## src/rtl/byte_striping_pkg.sv

```systemverilog
// Shared definitions for the two-lane striper and the matching unstriping stage.
package byte_striping_pkg;

  localparam int          BS_DATA_W   = 32;
  localparam logic [31:0] BS_PAD_WORD = 32'h0000_00BC;

  // EVEN: next word goes to lane 0. ODD: lane 0 written, next word goes to lane 1.
  typedef enum logic {
    EVEN = 1'b0,
    ODD  = 1'b1
  } bs_state_e;

endpackage

```

## src/rtl/byte_striping_if.sv

```systemverilog
// Input word stream plus the two striped output lanes.
interface byte_striping_if #(
  parameter int DATA_W = byte_striping_pkg::BS_DATA_W
);

  logic              valid_in;
  logic [DATA_W-1:0] data_in;
  logic [DATA_W-1:0] lane_0;
  logic              valid_0;
  logic [DATA_W-1:0] lane_1;
  logic              valid_1;
  logic              pad_out;

  // Source side: drives words, observes lanes.
  modport master (
    output valid_in, data_in,
    input  lane_0, valid_0, lane_1, valid_1, pad_out
  );

  // Striper side.
  modport slave (
    input  valid_in, data_in,
    output lane_0, valid_0, lane_1, valid_1, pad_out
  );

endinterface

```

## src/rtl/byte_striping.sv

```systemverilog
// Alternates valid input words between lane 0 and lane 1; pads lane 1 after an
// idle timeout so a half-filled pair never lingers.
module byte_striping
  import byte_striping_pkg::*;
#(
  parameter int                DATA_W   = BS_DATA_W,
  parameter int                TIMEOUT  = 4,
  parameter logic [DATA_W-1:0] PAD_WORD = DATA_W'(BS_PAD_WORD)
) (
  input  logic            clk_2f,
  input  logic            reset_L,
  byte_striping_if.slave  bus
);

  // Width 1 when padding is disabled keeps the counter legal; it just saturates.
  localparam int               CNT_W  = (TIMEOUT > 0) ? $clog2(TIMEOUT + 1) : 1;
  localparam logic [CNT_W-1:0] CNT_MAX = '1;
  localparam logic [CNT_W-1:0] CNT_TO  = CNT_W'(TIMEOUT);
  localparam bit               PAD_EN  = (TIMEOUT != 0);

  bs_state_e         state_q, state_d;
  logic [CNT_W-1:0]  cnt_q, cnt_d, cnt_inc;
  logic [DATA_W-1:0] lane_0_q, lane_0_d, lane_1_q, lane_1_d;
  logic              valid_0_q, valid_0_d, valid_1_q, valid_1_d;
  logic              pad_q, pad_d;

  assign bus.lane_0  = lane_0_q;
  assign bus.valid_0 = valid_0_q;
  assign bus.lane_1  = lane_1_q;
  assign bus.valid_1 = valid_1_q;
  assign bus.pad_out = pad_q;

  // Saturating idle count; only meaningful while waiting in ODD.
  assign cnt_inc = (cnt_q == CNT_MAX) ? cnt_q : cnt_q + CNT_W'(1);

  // Next state and next registered outputs; every output defaults to idle.
  always_comb begin
    state_d   = state_q;
    cnt_d     = cnt_q;
    lane_0_d  = '0;
    valid_0_d = 1'b0;
    lane_1_d  = '0;
    valid_1_d = 1'b0;
    pad_d     = 1'b0;
    case (state_q)
      EVEN: begin
        cnt_d = '0;
        if (bus.valid_in) begin
          lane_0_d  = bus.data_in;
          valid_0_d = 1'b1;
          state_d   = ODD;
        end
      end
      ODD: begin
        if (bus.valid_in) begin
          // A real word wins over a timeout landing on the same edge.
          lane_1_d  = bus.data_in;
          valid_1_d = 1'b1;
          state_d   = EVEN;
          cnt_d     = '0;
        end else begin
          cnt_d = cnt_inc;
          if (PAD_EN && cnt_inc == CNT_TO) begin
            lane_1_d  = PAD_WORD;
            valid_1_d = 1'b1;
            pad_d     = 1'b1;
            state_d   = EVEN;
            cnt_d     = '0;
          end
        end
      end
      default: state_d = EVEN;
    endcase
  end

  // State, idle counter and registered lane outputs; reset drops any half pair.
  always_ff @(posedge clk_2f or negedge reset_L) begin
    if (!reset_L) begin
      state_q   <= EVEN;
      cnt_q     <= '0;
      lane_0_q  <= '0;
      valid_0_q <= 1'b0;
      lane_1_q  <= '0;
      valid_1_q <= 1'b0;
      pad_q     <= 1'b0;
    end else begin
      state_q   <= state_d;
      cnt_q     <= cnt_d;
      lane_0_q  <= lane_0_d;
      valid_0_q <= valid_0_d;
      lane_1_q  <= lane_1_d;
      valid_1_q <= valid_1_d;
      pad_q     <= pad_d;
    end
  end

endmodule

```

## src/flat_wrapper.sv

```systemverilog
// flat-port wrapper written by rule: the top's interface ports become plain ports
module byte_striping_flat import byte_striping_pkg::*;
#(
  parameter int                DATA_W   = BS_DATA_W,
  parameter int                TIMEOUT  = 4,
  parameter logic [DATA_W-1:0] PAD_WORD = DATA_W'(BS_PAD_WORD)
)
  (clk_2f, reset_L, bus_valid_in, bus_data_in, bus_lane_0, bus_valid_0, bus_lane_1, bus_valid_1, bus_pad_out);
  byte_striping_if #(.DATA_W(DATA_W)) bus_i ();
  input  logic clk_2f;
  input  logic reset_L;
  input wire logic [$bits(bus_i.valid_in)-1:0] bus_valid_in;
  input wire logic [$bits(bus_i.data_in)-1:0] bus_data_in;
  output wire logic [$bits(bus_i.lane_0)-1:0] bus_lane_0;
  output wire logic [$bits(bus_i.valid_0)-1:0] bus_valid_0;
  output wire logic [$bits(bus_i.lane_1)-1:0] bus_lane_1;
  output wire logic [$bits(bus_i.valid_1)-1:0] bus_valid_1;
  output wire logic [$bits(bus_i.pad_out)-1:0] bus_pad_out;
  assign bus_i.valid_in = bus_valid_in;
  assign bus_i.data_in = bus_data_in;
  assign bus_lane_0 = bus_i.lane_0;
  assign bus_valid_0 = bus_i.valid_0;
  assign bus_lane_1 = bus_i.lane_1;
  assign bus_valid_1 = bus_i.valid_1;
  assign bus_pad_out = bus_i.pad_out;
  byte_striping #(.DATA_W(DATA_W), .TIMEOUT(TIMEOUT), .PAD_WORD(PAD_WORD)) u_core (.clk_2f(clk_2f), .reset_L(reset_L), .bus(bus_i));
endmodule
```

## config.mk

```make
export PLATFORM = sky130hd
export DESIGN_NAME = byte_striping_flat
export DESIGN_NICKNAME = d
export VERILOG_FILES = /design/src/rtl/byte_striping_pkg.sv /design/src/rtl/byte_striping_if.sv /design/src/rtl/byte_striping.sv /design/src/flat_wrapper.sv
export SDC_FILE = /design/constraint.sdc
export NUM_CORES = 1
export LEC_CHECK = 0
export CORE_MARGIN = 2
export CORE_UTILIZATION = 40
export CTS_CLUSTER_SIZE = 16
export DETAILED_ROUTE_END_ITERATION = 8
export PLACE_DENSITY = 0.77
export SLEW_MARGIN = 20
export SYNTH_ARGS = -nofsm -noshare
export SYNTH_HDL_FRONTEND = slang
export SYNTH_SLANG_ARGS = --single-unit
export TNS_END_PERCENT = 1
```

## constraint.sdc

```tcl
create_clock -name clk_2f -period 1.8 [get_ports clk_2f]
set_input_delay 0.45 -clock clk_2f [delete_from_list [all_inputs] [get_ports clk_2f]]
set_output_delay 0.45 -clock clk_2f [all_outputs]
set_load 0.05 [all_outputs]
```

Word-level counts from Yosys, hierarchy flattened

Index checks and enable logic that the tools add are counted.

Add/sub/neg operators: 1
Equality and inequality tests: 2
Multiplexer cells: 19
Bitwise logic cells: 1

Operator list:

| cell                                                           | number |
|---|---|
| 32-bit two-way mux                                             | 4 |
| 1-bit two-way mux                                              | 9 |
| 3-bit two-way mux                                              | 3 |
| 8-bit two-way mux                                              | 1 |
| 3-bit equality test (second input constant)                    | 2 |
| 3-bit case mux with 2 select lines                             | 1 |
| 3-bit by 1-bit adder with 3-bit output (second input constant) | 1 |
| 1-bit case mux with 2 select lines                             | 1 |
| 1-bit inverter                                                 | 1 |

Flip-flop bits (word level): 71
Bits of input ports: 35
Output and inout port bits: 67
Word-level logic and storage cells: 30

Depth between registers and ports, before layout

Depth in word-level cells: 6
Mapped depth: 4
Depth with buffers taken out: 4

Worst setup path after synthesis

Ideal clock, no wire load.

Kind: reg2reg
Start: register u_core.cnt_q[0]
End: register u_core.lane_1_q[2] (netlist: u_core.bus.lane_1[2])
Library setup time: 140 ps
Arrival time: 1,429 ps
Required time: 1,660 ps
Setup slack: 231 ps
Stages on the path, launching flop included: 5
Path buffers: 0
Clock period less this slack: 1,569 ps
Cell sequence: dfrtp_1 -> ha_1 -> and4bb_4 -> o41ai_4 -> a21oi_1

Word-level cells in the longest chain between the ends: 6
Elaborated cells between the ends (all ways): 7
Classes of those cells: add/sub: 1; eq/ne: 2; mux: 4

RTL lines:

| element                                                                       | RTL line            | RTL |
|---|---|---|
| start, declared                                                               | byte_striping.sv:22 | `logic [CNT_W-1:0] cnt_q, cnt_d, cnt_inc;` |
| start signal, assigned                                                        | byte_striping.sv:88 | `cnt_q <= cnt_d;` |
| 3-bit by 1-bit adder with 3-bit output or 3-bit equality test (tied branches) | byte_striping.sv:34 | `assign cnt_inc = (cnt_q == CNT_MAX) ? cnt_q : cnt_q + CNT_W'(1);` |
| 3-bit two-way mux *                                                           | byte_striping.sv:34 |  |
| 3-bit equality test *                                                         | byte_striping.sv:63 | `if (PAD_EN && cnt_inc == CNT_TO) begin` |
| 8-bit two-way mux *                                                           | byte_striping.sv:63 |  |
| 32-bit two-way mux *                                                          | byte_striping.sv:55 | `if (bus.valid_in) begin` |
| 32-bit two-way mux *                                                          | byte_striping.sv:45 | `case (state_q)` |
| named net u_core.lane_1_d[2]                                                  | byte_striping.sv:23 | `logic [DATA_W-1:0] lane_0_q, lane_0_d, lane_1_q, lane_1_d;` |
| end signal, assigned                                                          | byte_striping.sv:91 | `lane_1_q <= lane_1_d;` |
| end, declared                                                                 | byte_striping.sv:23 |  |

Mark *: on every way through the listed nets, which the timed path passes. The rest lies on a longest branch.

Worst setup path after layout

Start: register u_core.cnt_q[1]
End: register u_core.lane_1_q[7] (netlist: u_core.bus.lane_1[7])

The elaborated chain is that of the path after synthesis.

==> impl_metrics.yaml <==
synth:
  synth.most_common_cell: "sky130_fd_sc_hd__dfrtp_1"
  biggest_area_consumer_among_synthesized_cells: "sky130_fd_sc_hd__dfrtp_1"
  syn-instance-count: 173
  ys.warnings.count: 0
  portion_of_the_post_synthesis_area_used_by_sequential_elements: 0.738
  syn_std_cell_area_mm2: 0.00241
  synth-async-reset-ratio: 1.00
  area_share_of_the_largest_cell_type_after_synthesis: 0.738
  synth_nets: 209
  ys_ff_latch: 71
  synth_enable_flop_cells: 0
  synthDistinctLibCells: 20
  syn_avg_cell_area_um2: 13.9
  synth_common_cells: "sky130_fd_sc_hd__dfrtp_1 (71), sky130_fd_sc_hd__and2_1 (32), sky130_fd_sc_hd__and3_1 (27)"
  dominantRegCellSynth: "sky130_fd_sc_hd__dfrtp_1"
  yosys-top-cells-area: "sky130_fd_sc_hd__dfrtp_1 (74%), sky130_fd_sc_hd__and2_1 (8.3%), sky130_fd_sc_hd__and3_1 (7.0%), sky130_fd_sc_hd__a21oi_1 (1.5%), sky130_fd_sc_hd__o41ai_4 (1.1%)"
die:
  die_h_um: 81.6
  die_w_um: 81.6
  design.die.area_mm2: 0.00665
  boundaryPins: 102
  initial_core_util: 0.411
  num_rows: 28
  fp.coreArea_mm2: 0.00585
critical_path:
  cp_num_buf_inv: 1
  crit_type: "reg2reg"
  critPathTopFamily: "flip-flops"
  end_kind: "flip-flop"
  crit_path_max_incr_delay_ps: 410
  critical_path_cell_sequence: "ha_1 > and4bb_2 > o41ai_4 > buf_4 > a21oi_1"
  arrival_ps: 1900
  cp-start-kind: "flip-flop"
  slowest_cp_cell: "sky130_fd_sc_hd__dfrtp_1"
  critical_path_required_ps: 2010
  critical_path_peak_fanout: 6
drt:
  detail_route.drc_violations: 0
  dr.pass1.iters: 4
  wl_per_cell_um: 13.7
  drt_wl_total_um: 4980
  via_per_inst: 4.48
  drtIter0Drc: 98
  route.vias.total: 1626
  postRouteAntennaNets: 0
global_route:
  first_global_vias: 1643
  grt_pass1_wl_um: 7660
  groute.usage.overall: 0.157
  antenna_found_initial: 0
  globalRoute.totalOverflow: 0
  largest_net_degree_at_the_start_of_global_routing: 72
final_layout:
  fill_cell_total_of_the_finished_layout: 463
  n_antenna_cell: 0
  fin_nets: 319
  drive_above_1_share: 0.337
  multi_input_comb_area_um2: 567
  ff_latch_area_mm2: 0.00178
  areaGrowthSynthToFinish_pct: 49.1
  layout.core_utilization: 0.613
sta:
  final_setup_skew_ps: 4.32
  setup_viol_count_final: 0
  final-hold-violation-count: 0
  grt_setup_unrepaired: "false"
  finalMaxSlewViolations: 0
  final_period_minus_worst_setup_slack_ps: 1680
  max-slew-margin-rel: 0.677
  worst-slew-pin-transition_ps: 485
  min_period_over_period: 0.935
  timing.final.ws_setup_ps: 117
  worst_hold_slack_ps: 129
  clock.fmax_ghz: 0.594
placed_design:
  portBuffers: 101
  routabilityCongestion: 0.763
  place.detailed.hpwl_um: 3430
  pre_cts_slack_ps: -4.35
power_and_ir_drop:
  power_w: 0.00390
  power_per_cell_area_mw_per_mm2: 1090
  worst_supply_voltage_drop_on_vdd_uv: 563
  power.static_leakage_nw: 1.94
clock_tree:
  cts_htree_levels: 3
  tritoncts.num_buffers: 9
  cts_hold_repair.buffers: 0
  numClockSinks: 71
  clkTransAtPathRegs_ps: 70
  clock_insertion_delay_worst_skew_ps: 330
  clock_tree_from_tritoncts: "yes"
  cts.root.buffer_cell: "sky130_fd_sc_hd__clkbuf_8"
  cts_max_path_buffers: 2
min_path:
  hold_path_class: "in2async"
outcome:
  status: "finished clean"
flow_run:
  maxCapViolations: 0
==> what timing repair did <==
item                       CTS  global route
resized for setup            0             0
setup endpoints to repair    0             1
buffers inserted             0             1
==> report_power, final <==
part           switching [W]  total, W  internal, W
clock               0.000577   0.00136     0.000781
sequential         0.0000339   0.00173      0.00170
combinational       0.000538  0.000813     0.000275
total                0.00115   0.00390      0.00275
==> per-layer routing <==
metal | GRT usage | up-vias | routed length, µm
li1 | - | 781 | -
met1 | 0.178 | 777 | 1940
met2 | 0.272 | 58 | 2550
met3 | 0.0418 | 10 | 380
met4 | 0.0814 | 0 | 108
met5 | 0 | - | 0
==> cells by family (layout without fill, tap and decap cells) <==
kind of cell    Yosys count  count (layout)  share of synthesized area
simple gates             74              74                      0.195
buf+inv                  16             131                     0.0260
xor+xnor                  1               1                    0.00364
fa+ha+maj                 1               1                    0.00520
flops                    71              71                      0.738
compound gates           10              10                     0.0317
==> through the flow <==
step                setup TNS (ps)  area [µm²]  std cells
floorplan                        0        2410        173
global placement                 0        3360        346
detailed placement           -6.77        3360        346
CTS                              0        3580        362
global route                     0        3590        363
finish                           0        3590        363
==> placed cells by master (no fill, tap or decap) <==
cell                               n
sky130_fd_sc_hd__xnor2_1           1
sky130_fd_sc_hd__o41ai_4           1
sky130_fd_sc_hd__and4bb_2          2
sky130_fd_sc_hd__clkinv_4          2
sky130_fd_sc_hd__inv_1             7
sky130_fd_sc_hd__buf_4            73
sky130_fd_sc_hd__clkdlybuf4s50_1  33
sky130_fd_sc_hd__o21ai_0           1
sky130_fd_sc_hd__clkinv_2          1
sky130_fd_sc_hd__a21oi_1           7
sky130_fd_sc_hd__clkinvlp_4        2
sky130_fd_sc_hd__nand3_1           1
sky130_fd_sc_hd__dfrtp_1          71
sky130_fd_sc_hd__clkbuf_8          9
sky130_fd_sc_hd__and3_1           27
sky130_fd_sc_hd__bufinv_16         2
sky130_fd_sc_hd__nor2b_1           2
sky130_fd_sc_hd__and4bb_4          1
sky130_fd_sc_hd__nand2_1           2
sky130_fd_sc_hd__ha_1              1
sky130_fd_sc_hd__and2_1           32
sky130_fd_sc_hd__buf_12            1
sky130_fd_sc_hd__a31o_2            1
sky130_fd_sc_hd__nand2b_1          1
sky130_fd_sc_hd__nor2_1            5
sky130_fd_sc_hd__and2b_2           1
sky130_fd_sc_hd__buf_2             1
==> sequential cells by signal, indices dropped and copies added, names as in the netlist <==
register / cells
u_core.state_q: 1
u_core.cnt_q: 3
u_core.bus.pad_out: 1
u_core.bus.lane_1: 32
u_core.bus.valid_1: 1
u_core.bus.lane_0: 32
u_core.bus.valid_0: 1
==> layout make-up <==
cell class | instances | area share
Clock buffer | 9 | 0.0345
Clock inverter | 7 | 0.0272
Inverter | 7 | 0.00732
Multi-Input combinational cell | 86 | 0.158
Sequential cell | 71 | 0.495
Tap cell | 75 | 0.0262
Timing Repair Buffer | 108 | 0.252
==> path summary, 6_finish.rpt <==
kind / start / to / slack (ps) / cells past startpoint
worst max-delay path: u_core.cnt_q[1] / u_core.bus.lane_1[7] / 120 / 5
worst min-delay path: reset_L / u_core.bus.lane_1[18] / 130 / 2
worst max register to register: u_core.cnt_q[1] / u_core.bus.lane_1[7] / 120 / 5
worst min register to register: u_core.cnt_q[1] / u_core.cnt_q[1] / 590 / 2
max in group asynchronous: reset_L / u_core.bus.lane_0[20] / 1390 / 2
min in group clk_2f: u_core.cnt_q[1] / u_core.cnt_q[1] / 590 / 2
No activity file was read; power rests on OpenSTA's default activity.
